**config.mk**
```make
export PLATFORM = sky130hd
export DESIGN_NAME = exec_alu_unit
export DESIGN_NICKNAME = d
export VERILOG_FILES = /design/src/rtl/alu_pkg.sv /design/src/rtl/div_iter.sv /design/src/rtl/exec_alu_unit.sv
export SDC_FILE = /design/constraint.sdc
export NUM_CORES = 2
export LEC_CHECK = 0
export BUFFER_PORTS_ARGS = -buffer_cell sky130_fd_sc_hd__buf_2
export CELL_PAD_IN_SITES_DETAIL_PLACEMENT = 1
export CELL_PAD_IN_SITES_GLOBAL_PLACEMENT = 1
export CORE_UTILIZATION = 50
export DETAILED_ROUTE_END_ITERATION = 10
export GPL_TIMING_DRIVEN = 0
export HOLD_SLACK_MARGIN = 0.08
export PLACE_DENSITY = 0.86
export SETUP_SLACK_MARGIN = 0.1
export SLEW_MARGIN = 15
export SYNTH_ARGS = -nofsm -noshare
export SYNTH_HDL_FRONTEND = slang
export SYNTH_SLANG_ARGS = --single-unit
```
**constraint.sdc**
```tcl
create_clock -name CLK -period 15.9 [get_ports CLK]
set_clock_uncertainty 0.05 [all_clocks]
set_input_delay 0.795 -clock CLK [delete_from_list [all_inputs] [get_ports CLK]]
set_output_delay 0.795 -clock CLK [all_outputs]
set_load 0.01 [all_outputs]
```
**src/rtl/alu_pkg.sv**
```systemverilog
// Shared constants, FSM state type and the single-cycle RV32I datapath
// for the execute-stage arithmetic unit.
package alu_pkg;

  localparam int XLEN = 32;

  localparam logic [3:0] ALU_AND  = 4'b0000;
  localparam logic [3:0] ALU_OR   = 4'b0001;
  localparam logic [3:0] ALU_ADD  = 4'b0010;
  localparam logic [3:0] ALU_SUB  = 4'b0011;
  localparam logic [3:0] ALU_SLL  = 4'b0100;
  localparam logic [3:0] ALU_SLT  = 4'b0101;
  localparam logic [3:0] ALU_SLTU = 4'b0110;
  localparam logic [3:0] ALU_XOR  = 4'b0111;
  localparam logic [3:0] ALU_SRL  = 4'b1000;
  localparam logic [3:0] ALU_SRA  = 4'b1001;

  localparam logic [2:0] MD_MUL    = 3'b000;
  localparam logic [2:0] MD_MULH   = 3'b001;
  localparam logic [2:0] MD_MULHSU = 3'b010;
  localparam logic [2:0] MD_MULHU  = 3'b011;
  localparam logic [2:0] MD_DIV    = 3'b100;
  localparam logic [2:0] MD_DIVU   = 3'b101;
  localparam logic [2:0] MD_REM    = 3'b110;
  localparam logic [2:0] MD_REMU   = 3'b111;

  typedef enum logic [1:0] {
    IDLE = 2'd0,
    MUL  = 2'd1,
    DIV  = 2'd2
  } state_t;

  typedef struct packed {
    logic [XLEN-1:0] result;
    logic            illegal;
  } base_res_t;

  // Undefined codes yield a zero result flagged illegal.
  function automatic base_res_t alu_base(input logic [3:0]      ctrl,
                                         input logic [XLEN-1:0] a,
                                         input logic [XLEN-1:0] b);
    base_res_t r;
    r.result  = '0;
    r.illegal = 1'b0;
    case (ctrl)
      ALU_AND:  r.result = a & b;
      ALU_OR:   r.result = a | b;
      ALU_ADD:  r.result = a + b;
      ALU_SUB:  r.result = a - b;
      ALU_SLL:  r.result = a << b[4:0];
      ALU_SLT:  r.result = {{(XLEN-1){1'b0}}, $signed(a) < $signed(b)};
      ALU_SLTU: r.result = {{(XLEN-1){1'b0}}, a < b};
      ALU_XOR:  r.result = a ^ b;
      ALU_SRL:  r.result = a >> b[4:0];
      ALU_SRA:  r.result = $signed(a) >>> b[4:0];
      default:  r.illegal = 1'b1;
    endcase
    return r;
  endfunction

endpackage

```
**src/rtl/div_iter.sv**
```systemverilog
// Restoring radix-2 divider on unsigned magnitudes: one quotient bit per
// cycle, done pulses for one cycle after the 32nd step.
module div_iter
  import alu_pkg::*;
(
  input  logic            clk,
  input  logic            srst,
  input  logic            start,
  input  logic [XLEN-1:0] dividend,
  input  logic [XLEN-1:0] divisor,
  output logic            done,
  output logic [XLEN-1:0] quotient,
  output logic [XLEN-1:0] remainder
);

  logic [XLEN-1:0] quo_reg;
  logic [XLEN-1:0] rem_reg;
  logic [XLEN-1:0] dvs_reg;
  logic [4:0]      cnt_reg;
  logic            active_reg;
  logic            done_reg;
  logic [XLEN:0]   shifted;
  logic [XLEN:0]   trial;

  // The partial remainder stays below the divisor, so a borrow out of
  // bit XLEN is exactly "trial subtraction went negative".
  assign shifted = {rem_reg, quo_reg[XLEN-1]};
  assign trial   = shifted - {1'b0, dvs_reg};

  always_ff @(posedge clk) begin
    if (srst) begin
      quo_reg    <= '0;
      rem_reg    <= '0;
      dvs_reg    <= '0;
      cnt_reg    <= '0;
      active_reg <= 1'b0;
      done_reg   <= 1'b0;
    end else begin
      done_reg <= 1'b0;
      if (start) begin
        quo_reg    <= dividend;
        rem_reg    <= '0;
        dvs_reg    <= divisor;
        cnt_reg    <= '0;
        active_reg <= 1'b1;
      end else if (active_reg) begin
        if (trial[XLEN]) begin
          rem_reg <= shifted[XLEN-1:0];
          quo_reg <= {quo_reg[XLEN-2:0], 1'b0};
        end else begin
          rem_reg <= trial[XLEN-1:0];
          quo_reg <= {quo_reg[XLEN-2:0], 1'b1};
        end
        cnt_reg <= cnt_reg + 5'd1;
        if (cnt_reg == 5'd31) begin
          active_reg <= 1'b0;
          done_reg   <= 1'b1;
        end
      end
    end
  end

  assign done      = done_reg;
  assign quotient  = quo_reg;
  assign remainder = rem_reg;

endmodule

```
**src/rtl/exec_alu_unit.sv**
```systemverilog
// Execute-stage arithmetic unit: single-cycle RV32I ops, pipelined RV32M
// multiply, iterative divide, registered result behind a valid/ready pair.
module exec_alu_unit #(
  parameter int XLEN        = 32,
  parameter int MUL_LATENCY = 2
) (
  input  logic            CLK,
  input  logic            RESET,
  input  logic            IN_VALID,
  output logic            IN_READY,
  input  logic [3:0]      ALU_CTRL,
  input  logic            MD_EN,
  input  logic [2:0]      MD_OP,
  input  logic [XLEN-1:0] DATA1,
  input  logic [XLEN-1:0] DATA2,
  output logic            OUT_VALID,
  input  logic            OUT_READY,
  output logic [XLEN-1:0] RESULT,
  output logic            ZERO,
  output logic            ILLEGAL,
  output logic            BUSY
);
  import alu_pkg::*;

  localparam logic [1:0]      MUL_CNT_INIT = 2'(MUL_LATENCY > 1 ? MUL_LATENCY - 2 : 0);
  localparam logic [XLEN-1:0] INT_MIN      = {1'b1, {(XLEN-1){1'b0}}};

  state_t          state_reg, state_next;
  logic            out_valid_reg;
  logic [XLEN-1:0] result_reg;
  logic            zero_reg;
  logic            illegal_reg;
  logic [1:0]      mul_cnt_reg;
  logic            div_rem_reg, neg_q_reg, neg_r_reg;

  logic            in_ready, accept;
  logic            is_mul, is_div, div_signed;
  logic            div_by_zero, div_ovf, div_special;
  logic            div_start, div_done;
  logic [XLEN-1:0] a_mag, b_mag, div_q, div_r, q_fix, r_fix, spec_res;
  logic [2*XLEN-1:0] mul_a, mul_b, mul_prod;
  logic [XLEN-1:0] mul_sel, mul_out;
  base_res_t       base_res;
  logic            wr_en, wr_illegal;
  logic [XLEN-1:0] wr_data;

  assign in_ready = (state_reg == IDLE) && (!out_valid_reg || OUT_READY);
  assign accept   = IN_VALID && in_ready;
  assign is_mul   = MD_EN && !MD_OP[2];
  assign is_div   = MD_EN && MD_OP[2];
  assign div_signed = !MD_OP[0];

  assign base_res = alu_base(ALU_CTRL, DATA1, DATA2);

  // Low 2*XLEN bits of the product of sign/zero-extended operands equal
  // the low bits of the 33x33 signed product.
  assign mul_a    = {{XLEN{DATA1[XLEN-1] && (MD_OP != MD_MULHU)}}, DATA1};
  assign mul_b    = {{XLEN{DATA2[XLEN-1] && (MD_OP == MD_MUL || MD_OP == MD_MULH)}}, DATA2};
  assign mul_prod = mul_a * mul_b;
  assign mul_sel  = (MD_OP == MD_MUL) ? mul_prod[XLEN-1:0] : mul_prod[2*XLEN-1:XLEN];

  generate
    if (MUL_LATENCY == 1) begin : g_mul_comb
      assign mul_out = mul_sel;
    end else begin : g_mul_pipe
      logic [XLEN-1:0] pipe_reg [0:MUL_LATENCY-2];
      for (genvar gi = 0; gi < MUL_LATENCY - 1; gi++) begin : g_stage
        if (gi == 0) begin : g_first
          always_ff @(posedge CLK) pipe_reg[0] <= mul_sel;
        end else begin : g_next
          always_ff @(posedge CLK) pipe_reg[gi] <= pipe_reg[gi-1];
        end
      end
      assign mul_out = pipe_reg[MUL_LATENCY-2];
    end
  endgenerate

  assign div_by_zero = (DATA2 == '0);
  assign div_ovf     = div_signed && (DATA1 == INT_MIN) && (DATA2 == '1);
  assign div_special = div_by_zero || div_ovf;
  assign spec_res    = MD_OP[1] ? (div_by_zero ? DATA1 : '0)
                                : (div_by_zero ? '1 : INT_MIN);
  assign a_mag = (div_signed && DATA1[XLEN-1]) ? -DATA1 : DATA1;
  assign b_mag = (div_signed && DATA2[XLEN-1]) ? -DATA2 : DATA2;

  div_iter u_div (
    .clk       (CLK),
    .srst      (RESET),
    .start     (div_start),
    .dividend  (a_mag),
    .divisor   (b_mag),
    .done      (div_done),
    .quotient  (div_q),
    .remainder (div_r)
  );

  assign q_fix = neg_q_reg ? -div_q : div_q;
  assign r_fix = neg_r_reg ? -div_r : div_r;

  always_ff @(posedge CLK) begin
    if (RESET) state_reg <= IDLE;
    else       state_reg <= state_next;
  end

  always_comb begin
    state_next = state_reg;
    case (state_reg)
      IDLE: begin
        if (accept && is_mul && (MUL_LATENCY > 1))   state_next = MUL;
        else if (accept && is_div && !div_special)   state_next = DIV;
      end
      MUL:     if (mul_cnt_reg == 2'd0) state_next = IDLE;
      DIV:     if (div_done)            state_next = IDLE;
      default: state_next = IDLE;
    endcase
  end

  always_comb begin
    wr_en      = 1'b0;
    wr_data    = '0;
    wr_illegal = 1'b0;
    div_start  = 1'b0;
    case (state_reg)
      IDLE: begin
        if (accept) begin
          if (!MD_EN) begin
            wr_en      = 1'b1;
            wr_data    = base_res.result;
            wr_illegal = base_res.illegal;
          end else if (is_mul) begin
            if (MUL_LATENCY == 1) begin
              wr_en   = 1'b1;
              wr_data = mul_out;
            end
          end else if (div_special) begin
            wr_en   = 1'b1;
            wr_data = spec_res;
          end else begin
            div_start = 1'b1;
          end
        end
      end
      MUL: begin
        if (mul_cnt_reg == 2'd0) begin
          wr_en   = 1'b1;
          wr_data = mul_out;
        end
      end
      DIV: begin
        if (div_done) begin
          wr_en   = 1'b1;
          wr_data = div_rem_reg ? r_fix : q_fix;
        end
      end
      default: ;
    endcase
  end

  // A multi-cycle op is only accepted once the output slot is free, so a
  // completing MUL/DIV never overwrites an unconsumed result.
  always_ff @(posedge CLK) begin
    if (RESET) begin
      out_valid_reg <= 1'b0;
      result_reg    <= '0;
      zero_reg      <= 1'b0;
      illegal_reg   <= 1'b0;
      mul_cnt_reg   <= 2'd0;
      div_rem_reg   <= 1'b0;
      neg_q_reg     <= 1'b0;
      neg_r_reg     <= 1'b0;
    end else begin
      if (wr_en) begin
        out_valid_reg <= 1'b1;
        result_reg    <= wr_data;
        zero_reg      <= (wr_data == '0);
        illegal_reg   <= wr_illegal;
      end else if (OUT_READY) begin
        out_valid_reg <= 1'b0;
      end
      if (accept && is_mul)
        mul_cnt_reg <= MUL_CNT_INIT;
      else if (state_reg == MUL && mul_cnt_reg != 2'd0)
        mul_cnt_reg <= mul_cnt_reg - 2'd1;
      if (div_start) begin
        div_rem_reg <= MD_OP[1];
        neg_q_reg   <= div_signed && (DATA1[XLEN-1] ^ DATA2[XLEN-1]);
        neg_r_reg   <= div_signed && DATA1[XLEN-1];
      end
    end
  end

  assign IN_READY  = in_ready;
  assign OUT_VALID = out_valid_reg;
  assign RESULT    = result_reg;
  assign ZERO      = zero_reg;
  assign ILLEGAL   = illegal_reg;
  assign BUSY      = (state_reg != IDLE);

endmodule

```
After elaboration in Yosys (flattened, before gate mapping)
Memories as Yosys holds them, arrays and structs flattened.
Cells that the tools add are included.
Widths: inputs -> output; s select.
{"block": "word_totals", "wordCells": 140, "in_bits": 76, "ff_bits": 145, "memories": 1, "ram_bits": 32, "output_inout_bits": 37}
{"name": "g_mul_pipe.pipe_reg", "depth": 1, "word_bits": 32, "rd": 1, "rd_clocked_by_memory_dff": 0, "write_ports": 1, "line": "exec_alu_unit.sv:66", "rtl": "logic [XLEN-1:0] pipe_reg [0:MUL_LATENCY-2];"}
{"block": "classes", "n_eq_ne": 19, "reduce_logical": 37, "n_addsub": 9, "shift": 3, "multipliers": 1, "mux": 48, "magnitude_cmp": 2, "bitwise": 5}
{"operator": "$mux 32", "n": 17}
{"operator": "$pmux 32 s10", "n": 1}
{"operator": "$neg 32->32", "n": 4}
{"operator": "$pmux 32 s3", "n": 1}
{"operator": "$eq 32x32->1 const B", "n": 2}
{"operator": "$logic_not 32->1", "n": 2}
{"operator": "$lt 32x32->1", "n": 2}
{"operator": "$mul 33x33->64", "n": 1}
{"operator": "$sub 33x32->33", "n": 1}
{"operator": "$add 32x32->32", "n": 1}
{"operator": "$and 32x32->32", "n": 1}
{"operator": "$or 32x32->32", "n": 1}
{"operator": "$shl 32x5->32", "n": 1}
{"operator": "$shr 32x5->32", "n": 1}
{"operator": "$sshr 32x5->32", "n": 1}
{"operator": "$sub 32x32->32", "n": 1}
{"operator": "$xor 32x32->32", "n": 1}
{"operator": "$mux 31", "n": 1}
{"operator": "$mux 1", "n": 22}
{"operator": "$eq 4x3->1 const B", "n": 4}
{"operator": "$logic_and 1x1->1", "n": 15}
{"operator": "$reduce_or 10->1", "n": 1}
{"operator": "$eq 4x2->1 const B", "n": 2}
{"operator": "$eq 4x4->1 const B", "n": 2}
{"operator": "other kinds (25)", "n": 38}

Longest topological paths before layout
{"block": "logic_depth", "ltp_word": 10, "ltp_mapped": 36, "mapped_depth_nobuf": 33}

By module
A second synthesis with hierarchy kept.
{"block": "unflattened", "hier_cells": 7207, "hier_area_um2": 58635.0}
{"mod": "exec_alu_unit", "n_inst": 1, "area_per_inst_um2": 52440.3, "seq_area_each_um2": 1481.4, "cells_each": 6443}
{"mod": "div_iter", "n_inst": 1, "area_per_inst_um2": 6194.7, "seq_area_each_um2": 2062.0, "cells_each": 764}

Least setup slack after synthesis
OpenSTA, ideal clock, no wires.
{"block": "synth_path", "path_kind": "in2reg", "startpoint": "in DATA2[3]", "endpoint": "mem g_mul_pipe.pipe_reg[0][30]", "path_slack_ps": 5998, "required_time_ps": 15720, "n_path_buf": 6, "t_arrival_ps": 9722, "cell_stages": 32, "setup_ps": 130, "path_cell_list": "clkbuf_1 -> buf_1 -> clkbuf_1 -> buf_1 -> clkbuf_1 -> buf_1 -> nand2_1 -> fa_1 -> fa_1 -> inv_1 -> fa_1 -> fa_1 -> inv_1 -> fa_1 -> fa_1 -> inv_1 -> fa_1 -> fa_1 -> ha_1 -> a21o_1 -> a21o_1 -> a2111oi_0 -> o21ai_0 -> a31o_2 -> or4b_1 -> a31oi_1 -> or3_1 -> a21oi_1 -> or4_1 -> a31oi_1 -> xor2_1 -> o21ai_0"}
{"block": "synth_between", "elab_chain_len": 2}
{"element": "start, declared", "line": "exec_alu_unit.sv:15", "rtl": "input logic [XLEN-1:0] DATA2,"}
{"element": "$mul 33x33->64", "line": "exec_alu_unit.sv:59", "rtl": "assign mul_prod = mul_a * mul_b;"}
{"element": "$mux 32", "line": "exec_alu_unit.sv:60", "rtl": "assign mul_sel = (MD_OP == MD_MUL) ? mul_prod[XLEN-1:0] : mul_prod[2*XLEN-1:XLEN];"}
{"element": "named net mul_sel[30]", "line": "exec_alu_unit.sv:42", "rtl": "logic [XLEN-1:0] mul_sel, mul_out;"}
{"element": "end, declared", "line": "exec_alu_unit.sv:66"}
The timed path passes the listed nets, and every way through them passes these cells.

Worst setup path in the final report
Same ends and word-level chain as after synthesis.

==> metrics.yaml <==
violations: "design-rule violations"
grt_pass1_vias: 62500
synthesis.nets: 8609
clkTransAtPathRegs_ps: 80
clock-sinks: 177
dp_hpwl_um: 269300
layout_commonest_cell: "inv_1"
synth_edf_count: 0
finalSetupTns_ps: 0
tightest_slew_ps: 1429
insertion_delay_ps: 460
core_sq_um: 114700
path_buf_inv: 10
worst_setup_path_end_kind: "flop"
syn2layout_area_growth_pct: 5.740
drt-met1-wl_um: 108300
die_w_um: 342.7
first_iter_violations: 7738
wl_met2_um: 137400
fmax_mhz: 67.40
syn_avg_cell_area_sq_um: 8.224
crit_type: "primary input to flop"
placementRows: 124
setup_viol: 0
via_count: 60070
yosys_warnings: 0
wl_per_cell_um: 37.80
nets: 8745
htreeDepth: 4
die-area_sq_um: 117400
maxCapViolations: 0
port_buffers: 109
crit_arrival_ps: 15090
grt_max_degree: 25
vias_per_cell: 6.869
synth-main-ff-cell: "dfxtp_1"
antenna_found_initial: 30
hold_path.class: "flop to flop"
fillers: 14060
post_cts_resized: 0
cts_made_buffers: 17
synth-seq-cells: 177
place_congestion: 1.129
io_pins: 113
seq_area_frac_synth: 0.06106
maxUsedRoutingLayer: "met5"
period_share: 0.9332
place_inst: 8684
post_cts_buffers: 0
cpLargestDelayFamily: "adder cells"
hold_violations: 0
worst_setup_path_start_kind: "primary input"
grt-ovfl-total: 0
crit_fanout: 10
critPathMaxStageDelay_ps: 1020
drt-pass1-iter-count: 11
drc: 54
rsz0062_at_grt: "false"
ctsLongestPathBuffers: 2
final_cell_mix: "inv_1, fa_1, nand2_1"
drive_gt1_frac: 0.05081
cts_tree: "done"
layout.cells.non_filler: 8745
fp.dieH_um: 342.7
critPathSlowestCell: "xor2_1"
root_buffer: "clkbuf_16"
crit_top_cell: "fa_1"
synth.distinct_cells: 106
post-route-util: 0.5352
required_ps: 16150
synthCells: 7056
postSynth.asyncResetShare: 0
slew-limit-headroom: 0.04181
final_period_minus_worst_setup_slack_ps: 14840
status: "finished with violations"
wl_met3_um: 44620
ant_nets: 0
synth_area_sq_um: 58030
postRouteWirelength_um: 330600
grt_usage: 0.5611
grt_pass1_wl_um: 457600
start_util: 0.5061
drv_slew: 0
cts_hold_buf: 0
-- worst register-to-register path: stages, from the launching register on --
cell	delay (ps)
dfxtp_1	410
inv_1	150
ha_1	230
or4b_1	530
nor4_1	630
a31oi_1	210
xnor2_1	210
nor2_1	70
a221oi_1	1010
o31ai_1	180
a21oi_1	730
nand4_1	260
nor4_2	260
nand4_1	140
nor4_2	260
a32o_1	170
-- Yosys cell counts, types with 22 or more instances --
master | n | area share
inv_1 | 1328 | 0.086
or2_2 | 25 | 0.0027
nor3_1 | 82 | 0.0071
nor2b_1 | 27 | 0.0029
nor2_1 | 513 | 0.033
dfxtp_1 | 177 | 0.061
a221oi_1 | 23 | 0.0035
a21o_1 | 56 | 0.0072
fa_1 | 1128 | 0.39
nand2b_1 | 37 | 0.0040
nor4_1 | 27 | 0.0029
o31ai_1 | 36 | 0.0047
o22ai_1 | 31 | 0.0033
ha_1 | 349 | 0.075
clkbuf_1 | 312 | 0.020
mux4_2 | 38 | 0.015
nand3_1 | 50 | 0.0043
o21ai_0 | 255 | 0.022
nand2_1 | 1081 | 0.070
a22oi_1 | 32 | 0.0041
a21oi_1 | 313 | 0.027
mux2i_1 | 107 | 0.018
o211ai_1 | 49 | 0.0063
a31oi_1 | 42 | 0.0045
buf_2 | 22 | 0.0019
or3_1 | 33 | 0.0036
buf_1 | 95 | 0.0061
xor2_1 | 81 | 0.012
nand4_1 | 36 | 0.0039
xnor2_1 | 160 | 0.024
a211oi_1 | 101 | 0.013
o21bai_1 | 23 | 0.0030
-- worst paths after layout --
check	start	endpoint	slack [ps]	depth (start not counted)
setup / recovery	DATA2[3]	g_mul_pipe.pipe_reg[0][30]$_DFF_P_	1060	33
hold / removal	RESULT[7]$_SDFFE_PP0P_	RESULT[7]$_SDFFE_PP0P_	410	2
hold reg to reg	RESULT[7]$_SDFFE_PP0P_	RESULT[7]$_SDFFE_PP0P_	410	2
setup reg to reg	u_div.remainder[0]$_SDFFE_PP0P_	ZERO$_SDFFE_PP0P_	10350	15
-- per-layer routing --
layer  vias to the layer above  track usage
met3                      2000       0.2175
met4                        24       0.5435
li1                      22630            -
met2                      5199       0.8126
met5                         -            0
met1                     30220       0.6263
-- kinds of logic (layout without fill, tap and decap cells) --
logic type	Yosys count	in the layout	synth area share
XOR/XNOR	241	241	0.03637
adder cells (fa/ha/maj)	1477	1477	0.4644
multiplexers	165	165	0.03715
other	0	29	0
AO/OA/AOI/OAI	1185	1185	0.1342
AND/OR/NAND/NOR	2017	2017	0.1491
buffers and inverters	1794	1942	0.1177
flip-flops	177	177	0.06106
-- cell type report --
cell class / count / area (sq um) / area share
Sequential cell: 177 / 3543 / 0.05775
Clock buffer: 17 / 425.4 / 0.006933
Clock inverter: 14 / 171.4 / 0.002794
Buffer: 441 / 1795 / 0.02926
Timing Repair Buffer: 117 / 620.6 / 0.01011
Antenna cell: 29 / 72.57 / 0.001183
Tap cell: 1512 / 1892 / 0.03083
Multi-Input combinational cell: 5085 / 47760 / 0.7784
Inverter: 1353 / 5079 / 0.08277
-- per-stage QoR --
stage                     instance area [sq um]  setup WS [ps]  hold WS (ps)
after floorplan                           58030           5998         381.9
after global placement                    60470           1038         391.0
after detailed placement                  60650           1282         396.5
after CTS                                 61250           1710         407.3
after global routing                      61290           1427         435.4
final                                     61360           1063         405.4
Power is not shown: default switching activity piles up to over one toggle a cycle in this logic, so the estimate is an artifact.
